File: config.mk
export PLATFORM = sky130hd
export DESIGN_NAME = trace_uart_tx
export DESIGN_NICKNAME = d
export VERILOG_FILES = /design/src/rtl/trace_pkg.sv /design/src/rtl/uart_tx_8n1.sv /design/src/rtl/trace_uart_tx.sv
export SDC_FILE = /design/constraint.sdc
export NUM_CORES = 1
export LEC_CHECK = 0
export ABC_AREA = 1
export BUFFER_PORTS_ARGS = -buffer_cell sky130_fd_sc_hd__buf_2
export CAP_MARGIN = 20
export CORE_MARGIN = 8
export CORE_UTILIZATION = 60
export DETAILED_ROUTE_END_ITERATION = 7
export HOLD_SLACK_MARGIN = 0.1
export PLACE_DENSITY = 0.87
export SYNTH_ARGS = -nofsm -noshare
export SYNTH_HDL_FRONTEND = slang
export SYNTH_SLANG_ARGS = --single-unit
File: constraint.sdc
create_clock -name clk -period 4.1 [get_ports clk]
set_input_delay 0.205 -clock clk [delete_from_list [all_inputs] [get_ports clk]]
set_output_delay 0.205 -clock clk [all_outputs]
set_load 0.03 [all_outputs]
File: src/rtl/trace_pkg.sv
// Shared definitions for the instruction trace UART: ASCII constants,
// formatter state encoding, the FIFO entry layout and the nibble-to-hex helper.
package trace_pkg;

  localparam logic [7:0] SPACE   = 8'h20;
  localparam logic [7:0] CR      = 8'h0D;
  localparam logic [7:0] LF      = 8'h0A;
  localparam logic [7:0] ZERO    = 8'h30;
  localparam logic [7:0] UPPER_A = 8'h41;

  // Characters per line: "PPPP IIII\r\n"
  localparam int unsigned LINE_LEN = 11;

  typedef enum logic [1:0] {
    FMT_IDLE = 2'd0,
    FMT_LOAD = 2'd1,
    FMT_SEND = 2'd2,
    FMT_WAIT = 2'd3
  } fmt_state_e;

  // One captured trace entry
  typedef struct packed {
    logic [15:0] pc;
    logic [15:0] instr;
  } trace_entry_t;

  // Uppercase ASCII hex digit for a nibble
  function automatic logic [7:0] hex_ascii(input logic [3:0] nibble);
    if (nibble < 4'd10) begin
      return ZERO + 8'(nibble);
    end
    return UPPER_A + 8'(nibble - 4'd10);
  endfunction

endpackage

File: src/rtl/uart_tx_8n1.sv
// UART 8N1 transmitter: one start bit, eight data bits LSB first, one stop bit,
// each CLKS_PER_BIT clocks long.
// Ports: clk, reset (async active-low), start (one-cycle request, ignored while
// active), data (byte latched on start), tx (serial out, idle high),
// done (one cycle, during the last clock of the stop bit), active (frame in flight).
module uart_tx_8n1 #(
  parameter int unsigned CLKS_PER_BIT = 868
) (
  input  logic       clk,
  input  logic       reset,
  input  logic       start,
  input  logic [7:0] data,
  output logic       tx,
  output logic       done,
  output logic       active
);

  localparam int unsigned      CNT_W    = (CLKS_PER_BIT > 1) ? $clog2(CLKS_PER_BIT) : 1;
  localparam logic [CNT_W-1:0] CNT_LAST = CNT_W'(CLKS_PER_BIT - 1);
  localparam logic [CNT_W-1:0] CNT_DONE = CNT_W'(CLKS_PER_BIT - 2);
  localparam logic [3:0]       BIT_STOP = 4'd9;

  logic             tx_q, tx_d;
  logic             done_q, done_d;
  logic             active_q, active_d;
  logic [CNT_W-1:0] cnt_q, cnt_d;
  logic [3:0]       bit_q, bit_d;
  // Remaining data bits followed by the stop bit, shifted out LSB first
  logic [8:0]       shift_q, shift_d;

  // Bit timing and shifting
  always_comb begin
    tx_d     = tx_q;
    done_d   = 1'b0;
    active_d = active_q;
    cnt_d    = cnt_q;
    bit_d    = bit_q;
    shift_d  = shift_q;
    if (!active_q) begin
      if (start) begin
        active_d = 1'b1;
        tx_d     = 1'b0;
        cnt_d    = '0;
        bit_d    = '0;
        shift_d  = {1'b1, data};
      end
    end else if (cnt_q == CNT_LAST) begin
      cnt_d = '0;
      if (bit_q == BIT_STOP) begin
        active_d = 1'b0;
        tx_d     = 1'b1;
      end else begin
        bit_d   = bit_q + 4'd1;
        tx_d    = shift_q[0];
        shift_d = {1'b1, shift_q[8:1]};
      end
    end else begin
      cnt_d  = cnt_q + CNT_W'(1);
      // Registered so it is high during the final clock of the stop bit
      done_d = (bit_q == BIT_STOP) && (cnt_q == CNT_DONE);
    end
  end

  always_ff @(posedge clk or negedge reset) begin
    if (!reset) begin
      tx_q     <= 1'b1;
      done_q   <= 1'b0;
      active_q <= 1'b0;
      cnt_q    <= '0;
      bit_q    <= '0;
      shift_q  <= '1;
    end else begin
      tx_q     <= tx_d;
      done_q   <= done_d;
      active_q <= active_d;
      cnt_q    <= cnt_d;
      bit_q    <= bit_d;
      shift_q  <= shift_d;
    end
  end

  assign tx     = tx_q;
  assign done   = done_q;
  assign active = active_q;

endmodule

File: src/rtl/trace_uart_tx.sv
// Instruction trace port: captures (pc, instr) pairs on valid into a FIFO and
// prints each as "PPPP IIII\r\n" in uppercase hex over a UART 8N1 pin.
// Ports: clk, reset (async active-low), valid/pc_in/instr_in (capture),
// tx (serial out), busy (FIFO or formatter active), overflow (sticky drop flag),
// fifo_count (entries held).
module trace_uart_tx
  import trace_pkg::*;
#(
  parameter int unsigned CLKS_PER_BIT = 868,
  parameter int unsigned FIFO_DEPTH   = 8,
  parameter int unsigned ADDR_W       = 3
) (
  input  logic              clk,
  input  logic              reset,
  input  logic              valid,
  input  logic [15:0]       pc_in,
  input  logic [15:0]       instr_in,
  output logic              tx,
  output logic              busy,
  output logic              overflow,
  output logic [ADDR_W:0]   fifo_count
);

  localparam int unsigned     CNT_W    = ADDR_W + 1;
  localparam logic [CNT_W-1:0] DEPTH   = CNT_W'(FIFO_DEPTH);
  localparam logic [3:0]      IDX_LAST = 4'(LINE_LEN - 1);

  trace_entry_t      mem_q [FIFO_DEPTH];
  logic [ADDR_W-1:0] wr_ptr_q, wr_ptr_d;
  logic [ADDR_W-1:0] rd_ptr_q, rd_ptr_d;
  logic [CNT_W-1:0]  count_q, count_d;
  logic              overflow_q, overflow_d;
  logic              busy_q, busy_d;

  fmt_state_e        state_q, state_d;
  trace_entry_t      line_q, line_d;
  logic [3:0]        idx_q, idx_d;
  logic [7:0]        char_q, char_d;
  logic              start_q, start_d;

  logic              push_c, pop_c;
  logic              uart_done, uart_active;

  // A new line is only started once the previous frame has left the wire
  assign pop_c  = (state_q == FMT_IDLE) && (count_q != '0) && !uart_active;
  assign push_c = valid && ((count_q != DEPTH) || pop_c);

  // FIFO storage
  always_ff @(posedge clk) begin
    if (push_c) begin
      mem_q[wr_ptr_q] <= '{pc: pc_in, instr: instr_in};
    end
  end

  // FIFO bookkeeping, formatter FSM and status flags
  always_comb begin
    wr_ptr_d   = wr_ptr_q;
    rd_ptr_d   = rd_ptr_q;
    count_d    = count_q;
    overflow_d = overflow_q;
    state_d    = state_q;
    line_d     = line_q;
    idx_d      = idx_q;
    char_d     = char_q;
    start_d    = 1'b0;

    if (push_c) wr_ptr_d = wr_ptr_q + ADDR_W'(1);
    if (pop_c)  rd_ptr_d = rd_ptr_q + ADDR_W'(1);
    if (valid && !push_c) overflow_d = 1'b1;
    case ({push_c, pop_c})
      2'b10:   count_d = count_q + CNT_W'(1);
      2'b01:   count_d = count_q - CNT_W'(1);
      default: count_d = count_q;
    endcase

    case (state_q)
      FMT_IDLE: begin
        if (pop_c) begin
          line_d  = mem_q[rd_ptr_q];
          idx_d   = '0;
          state_d = FMT_LOAD;
        end
      end
      FMT_LOAD: begin
        case (idx_q)
          4'd0:    char_d = hex_ascii(line_q.pc[15:12]);
          4'd1:    char_d = hex_ascii(line_q.pc[11:8]);
          4'd2:    char_d = hex_ascii(line_q.pc[7:4]);
          4'd3:    char_d = hex_ascii(line_q.pc[3:0]);
          4'd4:    char_d = SPACE;
          4'd5:    char_d = hex_ascii(line_q.instr[15:12]);
          4'd6:    char_d = hex_ascii(line_q.instr[11:8]);
          4'd7:    char_d = hex_ascii(line_q.instr[7:4]);
          4'd8:    char_d = hex_ascii(line_q.instr[3:0]);
          4'd9:    char_d = CR;
          default: char_d = LF;
        endcase
        state_d = FMT_SEND;
      end
      FMT_SEND: begin
        start_d = 1'b1;
        state_d = FMT_WAIT;
      end
      FMT_WAIT: begin
        if (uart_done) begin
          if (idx_q == IDX_LAST) begin
            state_d = FMT_IDLE;
          end else begin
            idx_d   = idx_q + 4'd1;
            state_d = FMT_LOAD;
          end
        end
      end
      default: state_d = FMT_IDLE;
    endcase

    // From next-state values so busy holds until the last stop bit completes
    busy_d = (count_d != '0) || (state_d != FMT_IDLE);
  end

  always_ff @(posedge clk or negedge reset) begin
    if (!reset) begin
      wr_ptr_q   <= '0;
      rd_ptr_q   <= '0;
      count_q    <= '0;
      overflow_q <= 1'b0;
      busy_q     <= 1'b0;
      state_q    <= FMT_IDLE;
      line_q     <= '0;
      idx_q      <= '0;
      char_q     <= '0;
      start_q    <= 1'b0;
    end else begin
      wr_ptr_q   <= wr_ptr_d;
      rd_ptr_q   <= rd_ptr_d;
      count_q    <= count_d;
      overflow_q <= overflow_d;
      busy_q     <= busy_d;
      state_q    <= state_d;
      line_q     <= line_d;
      idx_q      <= idx_d;
      char_q     <= char_d;
      start_q    <= start_d;
    end
  end

  uart_tx_8n1 #(
    .CLKS_PER_BIT(CLKS_PER_BIT)
  ) u_uart (
    .clk    (clk),
    .reset  (reset),
    .start  (start_q),
    .data   (char_q),
    .tx     (tx),
    .done   (uart_done),
    .active (uart_active)
  );

  assign busy       = busy_q;
  assign overflow   = overflow_q;
  assign fifo_count = count_q;

endmodule

==> results of run 1 <==
-- layout make-up --
class	count	area (um2)
Sequential cell	339	9780
Fill cell	1674	7860
Multi-Input combinational cell	912	4890
Clock buffer	46	960
Timing Repair Buffer	83	621
Inverter	111	418
Tap cell	330	413
Clock inverter	18	171
-- metal layers --
metal  up-vias  GRT usage, %  routed length [um]
li1       5135             -                   -
met1      5468          31.9               14300
met2       741          41.7               18700
met3       130          5.20                4320
met4         0          8.76                1290
met5         -             0                   0
-- synthesized netlist by cell type (7+ instances only) --
master,instances,area [um2]
edfxtp_1,256,7690
nand2_1,217,815
nor2_1,197,739
o21ai_0,180,901
inv_1,107,402
nand3_1,76,380
dfrtp_1,74,1850
o221ai_1,50,438
ha_1,44,551
clkbuf_1,31,116
a21oi_1,30,150
o21ai_1,23,115
o22ai_1,22,138
buf_2,18,90.1
xor2_1,18,158
xnor2_1,10,87.6
dfstp_2,9,236
nor3_1,8,40.0
buf_6,7,78.8
nand4_1,7,43.8
-- cells by family (layout without fill, tap and decap cells) --
family / after synthesis / in the layout
AO/OA/AOI/OAI: 320 / 320
adder cells (fa/ha/maj): 45 / 45
AND/OR/NAND/NOR: 519 / 519
XOR/XNOR: 28 / 28
buffers and inverters: 172 / 258
flip-flops: 339 / 339
-- critical path, delay by kind of cell (launching register included) --
kind / cells / cell delay, ns
compound gates: 3 / 0.58
buf+inv: 2 / 1.23
flops: 1 / 0.79
simple gates: 1 / 0.22
-- metrics by stage --
stage	instance area, um2	util [%]
after CTS	17300	68.7
final	17300	68.7
after global routing	17300	68.7
after global placement	15800	62.8
after floorplan	15300	-
after detailed placement	15800	62.8
-- state kept, by name, indices dropped and copies added (netlist names), 2 cells and up --
register        count
char_q              7
fifo_count          4
idx_q               4
line_q             32
mem_q             256
rd_ptr_q            3
state_q             2
u_uart.bit_q        4
u_uart.cnt_q       10
u_uart.shift_q      8
wr_ptr_q            3
-- power groups by stage --
| stage | logic (mW) | clock network [mW] | registers [mW] |
|---|---|---|---|
| after floorplan | 0.357 | 0 | 4.33 |
| after global placement | 0.657 | 0 | 4.30 |
| after detailed placement | 0.689 | 0 | 4.32 |
| after CTS | 0.723 | 3.15 | 4.26 |
| after global routing | 0.789 | 3.29 | 4.29 |
| final | 0.726 | 3.16 | 4.26 |
-- path summary, 6_finish.rpt --
kind | from | end | slack (ns) | cells after the start
max | rd_ptr_q[0]$_DFFE_PN0N_ | line_q[19]$_DFFE_PN0P_ | 1.07 | 6
min | reset | u_uart.bit_q[0]$_DFFE_PN0P_ | 0.25 | 2
max reg2reg | rd_ptr_q[0]$_DFFE_PN0N_ | line_q[19]$_DFFE_PN0P_ | 1.07 | 6
min reg2reg | u_uart.shift_q[3]$_DFFE_PN1P_ | u_uart.shift_q[3]$_DFFE_PN1P_ | 0.47 | 2
max in group asynchronous | reset | line_q[28]$_DFFE_PN0P_ | 2.89 | 3
min in group clk | u_uart.shift_q[3]$_DFFE_PN1P_ | u_uart.shift_q[3]$_DFFE_PN1P_ | 0.47 | 2
==> flow_summary_export.csv, run 1 <==
group,metric,value,unit
outcome,status,"finished clean",
setup_path,slowest_delay,0.79,ns
logic_synthesis,synth_fa_ha_area_share,3.72,%
grt,grt_overflow,0,
power_and_ir_drop,vdd_drop_max,447,uV
setup_path,crit_chain,"clkinv_2 > buf_12 > o21ai_0 > o221ai_1 > nand3_1 > o21ai_1",
cts,clkTransAtPathRegs,0.06,ns
timing,max_freq,331,MHz
logic_synthesis,muxShareOfSynthArea,0,%
timing,worst_pin_slew,1.15,ns
cts,clk_latency,0.54,ns
cts,ctsResizeCount,0,
cts,htreeDepth,2,
timing,relSlewSlack,23.2,%
timing,timing.hold.ws,0.247,ns
logic_synthesis,async_flop_share,24.5,%
cts,numCtsBuffers,36,
grt,grt_max_degree,76,
placement,dp_cells,1741,
routing,drcViolationCount,0,
timing,setup_tns,0,ns
power_and_ir_drop,pwr-share-comb,8.9,%
grt,grt_pass1_vias,11449,
routing,drt_wl_total,38600,um
power_and_ir_drop,clkPwrFrac,38.8,%
logic_synthesis,syn_inst,1423,
power_and_ir_drop,swShare,25.6,%
routing,dr.pass1.iters,5,
setup_path,end_kind,"register",
routing,drt-initial-drc-count,1801,
logic_synthesis,synth_compound_area_share,12.2,%
power_and_ir_drop,finalPower,8.15,mW
finish,nets,1563,
cts,cts_root_buf,"clkbuf_16",
placement,gp_congestion,0.930,
cts,cts.repair_timing.setup_buffer_count,0,
floorplanning,die_h,176,um
power_and_ir_drop,power.net_switching,2.08,mW
cts,cts_sinks,339,
cts,cts_tree,"built",
power_and_ir_drop,p_leak,6.56,nW
timing,finalHoldViolations,0,
finish,layout_common_cells,"edfxtp_1, nand2_1, nor2_1, o21ai_0, inv_1",
cts,hold_buffers,34,
logic_synthesis,synth_xor_area_share,1.60,%
finish,area_growth,12.5,%
setup_path,critPathLaunchType,"register",
timing,final_max_slew_viol_count,0,
floorplanning,start_util,61.1,%
logic_synthesis,seq_area_frac_synth,63.7,%
routing,wl_per_cell,21.0,um
setup_path,crit_required,4.48,ns
finish,mostFrequentLayoutCell,"edfxtp_1",
placement,dp_hpwl,23500,um
setup_path,arrival,3.41,ns
floorplanning,pin_count,42,
worst_hold_path,holdCritPathClass,"input pin to async pin",
logic_synthesis,yosys_warnings,0,
finish,post_route_cells_drive_above_1_share,8.88,%
logic_synthesis,syn_avg_cell_area,10.8,um2
routing,viasPerCell,6.24,
timing,post-route-period-util,73.8,%
logic_synthesis,syn_area,15300,um2
cts,cts_buffer_depth,3,
job,drv_cap,0,
setup_path,cpMaxStageDelayCell,"dfrtp_4",
power_and_ir_drop,p_per_area,472,nW/um2
finish,layout.cells.non_filler,1839,
grt,grt.total_usage,25.0,%
floorplanning,die-area,30900,um2
logic_synthesis,synth-edff-count,256,
logic_synthesis,ys_types,38,
timing,setup_violations,0,
power_and_ir_drop,p_int,6.06,mW
floorplanning,core-area,25100,um2
logic_synthesis,synth_flop_cell,"edfxtp_1",
setup_path,criticalPathCategory,"register to register",
timing,period_minus_slack,3.03,ns
grt,grt_pass1_wl,61000,um
placement,post-place-ws,1.26,ns
power_and_ir_drop,pwr-share-seq,52.3,%
logic_synthesis,synth-simple-area-share,14.0,%
floorplanning,die_x,176,um
routing,vias,11474,
timing,clock_skew,0.0267,ns
grt,antenna_found_initial,0,
routing,antenna_left,0,
timing,timing.final.ws_setup,1.07,ns
logic_synthesis,synth_top_family_by_area,"simple AND/OR/NAND/NOR gates",
timing,rsz0062_at_grt,"no",
logic_synthesis,yosys_register_bits,339,
floorplanning,rows,58,
logic_synthesis,syn-num-nets,1503,
setup_path,path_max_fanout,74,
placement,numPortBuffers,41,
finish,antenna-diode-count,0,
Note: power is estimated with default switching activity, not from simulation.
==> run 2: changes to the inputs <==
--- a/config.mk
+++ b/config.mk
@@ -5,14 +5,14 @@
 export SDC_FILE = /design/constraint.sdc
 export NUM_CORES = 1
 export LEC_CHECK = 0
-export ABC_AREA = 1
+export ABC_AREA = 0
 export BUFFER_PORTS_ARGS = -buffer_cell sky130_fd_sc_hd__buf_2
 export CAP_MARGIN = 20
 export CORE_MARGIN = 8
-export CORE_UTILIZATION = 60
+export CORE_UTILIZATION = 56
 export DETAILED_ROUTE_END_ITERATION = 7
 export HOLD_SLACK_MARGIN = 0.1
-export PLACE_DENSITY = 0.87
+export PLACE_DENSITY = 0.86
 export SYNTH_ARGS = -nofsm -noshare
 export SYNTH_HDL_FRONTEND = slang
 export SYNTH_SLANG_ARGS = --single-unit
==> constraint.sdc (replaced) <==
create_clock -name clk -period 2.5 [get_ports clk]
set_input_delay 0.125 -clock clk [delete_from_list [all_inputs] [get_ports clk]]
set_output_delay 0.125 -clock clk [all_outputs]
set_load 0.03 [all_outputs]
==> flow_summary_export.csv, run 2 <==
group,metric,value,unit
power_and_ir_drop,p_leak,6.35,nW
power_and_ir_drop,p_per_area,796,nW/um2
finish,area_growth,16.9,%
logic_synthesis,synth_flop_cell,"edfxtp_1",
timing,timing.final.ws_setup,-0.0274,ns
logic_synthesis,seq_area_frac_synth,65.7,%
setup_path,end_kind,"register",
logic_synthesis,yosys_warnings,0,
floorplanning,core-area,26100,um2
job,drv_cap,0,
routing,drcViolationCount,0,
logic_synthesis,syn_inst,978,
finish,top_regs,"mem_q x256, line_q x32, u_uart.cnt_q x10",
floorplanning,die_h,179,um
cts,htreeDepth,2,
routing,dr.pass1.iters,6,
timing,clock_skew,0.0266,ns
floorplanning,rows,59,
grt,grt.total_usage,20.5,%
timing,timing.hold.ws,0.237,ns
timing,max_freq,396,MHz
outcome,violations,"negative setup slack",
finish,nets,1169,
finish,top_register,"mem_q",
setup_path,critPathLaunchType,"register",
routing,drt_wl_total,31800,um
logic_synthesis,ys_types,57,
setup_path,arrival,2.91,ns
cts,clkTransAtPathRegs,0.06,ns
timing,worst_pin_slew,0.774,ns
routing,drt-initial-drc-count,804,
finish,layout_common_cells,"edfxtp_1, nand2_1, dfrtp_1, mux4_2, mux2i_1",
logic_synthesis,syn_area,14900,um2
timing,finalHoldViolations,0,
logic_synthesis,yosys_register_bits,339,
logic_synthesis,synth-edff-count,256,
routing,viasPerCell,6.08,
logic_synthesis,synth_area_leaders,"edfxtp_1, dfrtp_1, mux4_2",
logic_synthesis,yosys.area.top_type_share,51.6,%
timing,rsz0062_at_grt,"yes",
routing,antenna_left,0,
cts,cts_tree,"built",
routing,wl_per_cell,22.0,um
floorplanning,pin_count,42,
logic_synthesis,async_flop_share,24.5,%
setup_path,criticalPathCategory,"register to register",
timing,final_max_slew_viol_count,0,
cts,cts_buffer_depth,3,
finish,post_route_cells_drive_above_1_share,20.9,%
grt,grt_overflow,0,
finish,antenna-diode-count,0,
outcome,status,"complete, but fails checks",
cts,cts_sinks,339,
placement,gp_congestion,0.963,
power_and_ir_drop,vdd_drop_max,944,uV
grt,grt_pass1_vias,9152,
timing,post-route-period-util,101,%
grt,grt_pass1_wl,50200,um
finish,mostFrequentLayoutCell,"edfxtp_1",
timing,relSlewSlack,48.4,%
floorplanning,start_util,57.1,%
placement,numPortBuffers,41,
timing,period_minus_slack,2.53,ns
finish,stdcell_area,17400,um2
logic_synthesis,synth_commonest_cells,"edfxtp_1, nand2_1, dfrtp_1",
worst_hold_path,holdCritPathClass,"input pin to async pin",
logic_synthesis,syn_avg_cell_area,15.2,um2
cts,cts_root_buf,"clkbuf_16",
floorplanning,die_x,179,um
floorplanning,die-area,32100,um2
logic_synthesis,yosysMostFrequentCell,"edfxtp_1",
routing,vias,8804,
setup_path,path_max_fanout,2,
grt,grt_max_degree,69,
cts,numCtsBuffers,34,
finish,fillCellCount,1686,
placement,placed_cell_area,15900,um2
placement,dp_hpwl,19200,um
logic_synthesis,synth_area_leader_cell,"edfxtp_1",
cts,clk_latency,0.52,ns
finish,largest_register_ffs,256,
setup_path,crit_required,2.88,ns
grt,antenna_found_initial,0,
logic_synthesis,syn-num-nets,1058,
timing,setup_violations,1,
run 2: changes by cell type after synthesis, moves of 9 or more:
cell	change
clkbuf_1	-9
inv_1	-73
mux2i_1	+58
mux4_2	+64
nand2_1	-122
nand3_1	-54
nor2_1	-162
o21ai_0	-123
o21ai_1	-12
o221ai_1	-49
o22ai_1	-9
xnor2_1	+11
run 2: final timing paths:
| path | depth (start not counted) | slack [ns] | to | from |
|---|---|---|---|---|
| min in group clk | 2 | 0.41 | mem_q[4][22]$_DFFE_PP_ | pc_in[6] |
| hold reg to reg | 2 | 0.47 | u_uart.tx$_DFFE_PN1P_ | u_uart.tx$_DFFE_PN1P_ |
| setup / recovery | 11 | -0.03 | busy$_DFF_PN0_ | fifo_count[1]$_DFF_PN0_ |
| max in group asynchronous | 3 | 1.51 | u_uart.tx$_DFFE_PN1P_ | reset |
| hold / removal | 2 | 0.24 | fifo_count[3]$_DFF_PN0_ | reset |
| setup reg to reg | 11 | -0.03 | busy$_DFF_PN0_ | fifo_count[1]$_DFF_PN0_ |
run 2: final cells by class:
| type | instances | area, um2 | share of cell area, % |
|---|---|---|---|
| sequential | 339 | 9780 | 56.2 |
| multi-input combinational | 562 | 4900 | 28.1 |
| timing repair buffer | 118 | 1050 | 6.01 |
| clock buffer | 40 | 883 | 5.07 |
| tap | 335 | 419 | 2.41 |
| clock inverter | 20 | 251 | 1.44 |
| inverter | 34 | 128 | 0.733 |
run 2: where the power goes:
part	internal (mW)	switching, mW
clock	3.07	2.13
combinational	0.645	1.00
sequential	6.79	0.224
run 2: repair_timing:
action / in CTS / in global routing
hold buffers: 34 / 0
setup endpoints to repair: 1 / 1
hold endpoints to repair: 309 / 0
gates resized for setup: 3 / 0
pin swaps: 6 / 2
setup buffers: 1 / 0
gates cloned: 0 / 0
run 2: through the flow:
step / instances / setup slack [ns] / setup TNS, ns / utilization [%] / power, mW
after floorplan: 978 / -0.427 / -100.90 / - / 7.85
after global placement: 1353 / -0.134 / -0.134 / 61.1 / 8.58
after detailed placement: 1353 / -0.190 / -0.190 / 61.1 / 8.69
after CTS: 1448 / -0.0644 / -0.0644 / 66.8 / 13.9
after global routing: 1448 / -0.157 / -0.157 / 66.8 / 14.3
final: 1448 / -0.0274 / -0.0274 / 66.8 / 13.9
run 2: cells by family after synthesis:
family,after synthesis,share of synthesized area [%]
flip-flops,339,65.7
AND/OR/NAND/NOR,208,6.56
AO/OA/AOI/OAI,142,5.55
multiplexers,126,13.9
buffers and inverters,77,2.10
adder cells (fa/ha/maj),45,3.83
XOR/XNOR,41,2.41
run 2: routing by layer:
metal	vias up	wire length, um	global-route usage (%)
met5	-	0	0
met4	0	1200	8.96
met3	82	1940	3.73
met2	330	16300	35.0
met1	4443	12400	25.2
li1	3949	-	-
run 2: worst max-delay path: stages, from the launching register on:
cell	delay, ns
dfrtp_2	0.39
or3_4	0.39
o21a_1	0.19
nand2b_1	0.10
inv_2	0.06
ha_4	0.20
a21o_1	0.16
a21oi_2	0.16
mux2i_1	0.21
o22ai_1	0.08
a21o_1	0.16
or3_1	0.30
==> run 3: changes to the inputs <==
--- a/config.mk
+++ b/config.mk
@@ -9,10 +9,10 @@
 export BUFFER_PORTS_ARGS = -buffer_cell sky130_fd_sc_hd__buf_2
 export CAP_MARGIN = 20
 export CORE_MARGIN = 8
-export CORE_UTILIZATION = 56
+export CORE_UTILIZATION = 45
 export DETAILED_ROUTE_END_ITERATION = 7
 export HOLD_SLACK_MARGIN = 0.1
-export PLACE_DENSITY = 0.86
+export PLACE_DENSITY = 0.73
 export SYNTH_ARGS = -nofsm -noshare
 export SYNTH_HDL_FRONTEND = slang
 export SYNTH_SLANG_ARGS = --single-unit
==> flow_summary_export.csv, run 3 (synthesis results as in run 2) <==
group,metric,value,unit
timing,final_max_slew_viol_count,0,
routing,drt_wl_total,31000,um
finish,fin_util,54.4,%
cts,cts_root_buf,"clkbuf_16",
grt,antenna_found_initial,0,
cts,cts_sinks,339,
floorplanning,pin_count,42,
placement,post-place-ws,-0.242,ns
timing,post-route-period-util,104,%
routing,dr.pass1.iters,5,
floorplanning,die_x,198,um
routing,drcViolationCount,0,
floorplanning,die-area,39200,um2
floorplanning,die_h,198,um
setup_path,path_max_fanout,2,
finish,top_register,"mem_q",
cts,numCtsBuffers,36,
power_and_ir_drop,pwr-share-comb,11.8,%
timing,finalHoldViolations,0,
placement,numPortBuffers,41,
floorplanning,rows,66,
finish,post_route_cells_drive_above_1_share,21.8,%
power_and_ir_drop,p_int,10.6,mW
routing,viasPerCell,5.44,
worst_hold_path,holdCritPathClass,"input pin to register",
outcome,violations,"negative setup slack",
timing,relSlewSlack,58.6,%
power_and_ir_drop,vdd_drop_max,623,uV
outcome,status,"complete, but fails checks",
timing,timing.hold.ws,0.399,ns
cts,cts_tree,"built",
finish,nets,1180,
routing,antenna_left,0,
finish,area_growth,18.9,%
cts,clk_latency,0.53,ns
power_and_ir_drop,p_leak,6.44,nW
finish,largest_register_ffs,256,
timing,clock_skew,0.0251,ns
finish,layout_common_cells,"edfxtp_1, nand2_1, dfrtp_1, mux4_2, mux2i_1",
placement,dp_hpwl,19200,um
setup_path,end_kind,"register",
finish,antenna-diode-count,0,
timing,timing.final.ws_setup,-0.0940,ns
power_and_ir_drop,finalPower,14.1,mW
setup_path,critPathLaunchType,"register",
cts,htreeDepth,2,
placement,gp_congestion,0.931,
power_and_ir_drop,p_per_area,795,nW/um2
floorplanning,core-area,32500,um2
power_and_ir_drop,pwr-share-seq,49.6,%
routing,vias,8543,
cts,cts_buffer_depth,3,
setup_path,rrSetupSlack,-0.09,ns
grt,grt.total_usage,16.1,%
grt,grt_pass1_wl,49500,um
finish,top_regs,"mem_q x256, line_q x32, u_uart.cnt_q x10",
power_and_ir_drop,clkPwrFrac,38.6,%
setup_path,criticalPathCategory,"register to register",
grt,grt_max_degree,58,
timing,rsz0062_at_grt,"yes",
floorplanning,start_util,45.8,%
setup_path,arrival,2.99,ns
setup_path,crit_required,2.90,ns
finish,mostFrequentLayoutCell,"edfxtp_1",
power_and_ir_drop,power.net_switching,3.44,mW
grt,grt_pass1_vias,8917,
power_and_ir_drop,swShare,24.4,%
timing,setup_violations,1,
grt,grt_overflow,0,
routing,wl_per_cell,19.7,um
routing,drt-initial-drc-count,570,
cts,clkTransAtPathRegs,0.06,ns
timing,max_freq,386,MHz
job,drv_cap,0,
timing,period_minus_slack,2.59,ns
timing,worst_pin_slew,0.620,ns
run 3: changes by cell type in the layout (fill, tap and decap cells not counted), sizes merged:
cell,before,now
buf,84,92
clkinv,11,15
bufinv,5,4
clkbuf,40,43
dlygate4sd3,34,35
inv,35,37
clkinvlp,3,1
run 3: routing by layer:
layer | track usage [%] | wire (um)
met5 | 0 | 0
met4 | 4.04 | 572
met3 | 2.56 | 1480
met2 | 27.3 | 15500
met1 | 21.5 | 13400
run 3: critical path: stages (launching register included):
cell	delay, ns
dfrtp_2	0.40
or3_4	0.39
o21a_1	0.19
nand2b_1	0.11
inv_2	0.06
ha_4	0.23
a21o_1	0.16
a21oi_2	0.15
mux2i_1	0.21
o22ai_1	0.10
a21o_1	0.16
or3_1	0.29
run 3: layout make-up:
class,instances,area [um2]
clock buffers,43,947
clock inverters,23,284
fillers,2605,14800
inverters,34,128
multi-input cells,562,4910
flip-flops and latches,339,9780
well taps,442,553
repair buffers,127,1100
run 3: power by group through the flow:
stage,Combinational (mW),Sequential (mW),Clock (mW)
after detailed placement,1.61,7.09,0
final,1.66,6.98,5.43
after global routing,1.80,7.03,5.75
after floorplan,0.697,7.16,0
after CTS,1.68,6.99,5.54
after global placement,1.57,7.05,0
run 3: path summary, 6_finish.rpt:
kind / from / endpoint / depth (start not counted)
worst max-delay path: fifo_count[0]$_DFF_PN0_ / busy$_DFF_PN0_ / 11
worst min-delay path: pc_in[10] / mem_q[7][26]$_DFFE_PP_ / 2
worst max register to register: fifo_count[0]$_DFF_PN0_ / busy$_DFF_PN0_ / 11
worst min register to register: u_uart.tx$_DFFE_PN1P_ / u_uart.tx$_DFFE_PN1P_ / 2
max in group asynchronous: reset / u_uart.shift_q[3]$_DFFE_PN1P_ / 4
min in group asynchronous: reset / line_q[26]$_DFFE_PN0P_ / 4
run 3: what timing repair did:
item                                   4_1_cts  5_1_grt
resized for setup                            1        3
endpoints found under the hold margin      331        0
setup endpoints to repair                    1        2
cloned                                       0        0
pin swaps                                    7        4
hold buffers                                36        0
setup buffers                                2        0
run 3: per-stage QoR:
step                      cell area (um2)  TNS (ns)  instances
after floorplan                     14900   -100.90        978
after global placement              16100    -0.151       1466
after detailed placement            16100    -0.242       1466
after CTS                           17700    -0.163       1570
after global routing                17700    -0.307       1570
final                               17700   -0.0940       1570
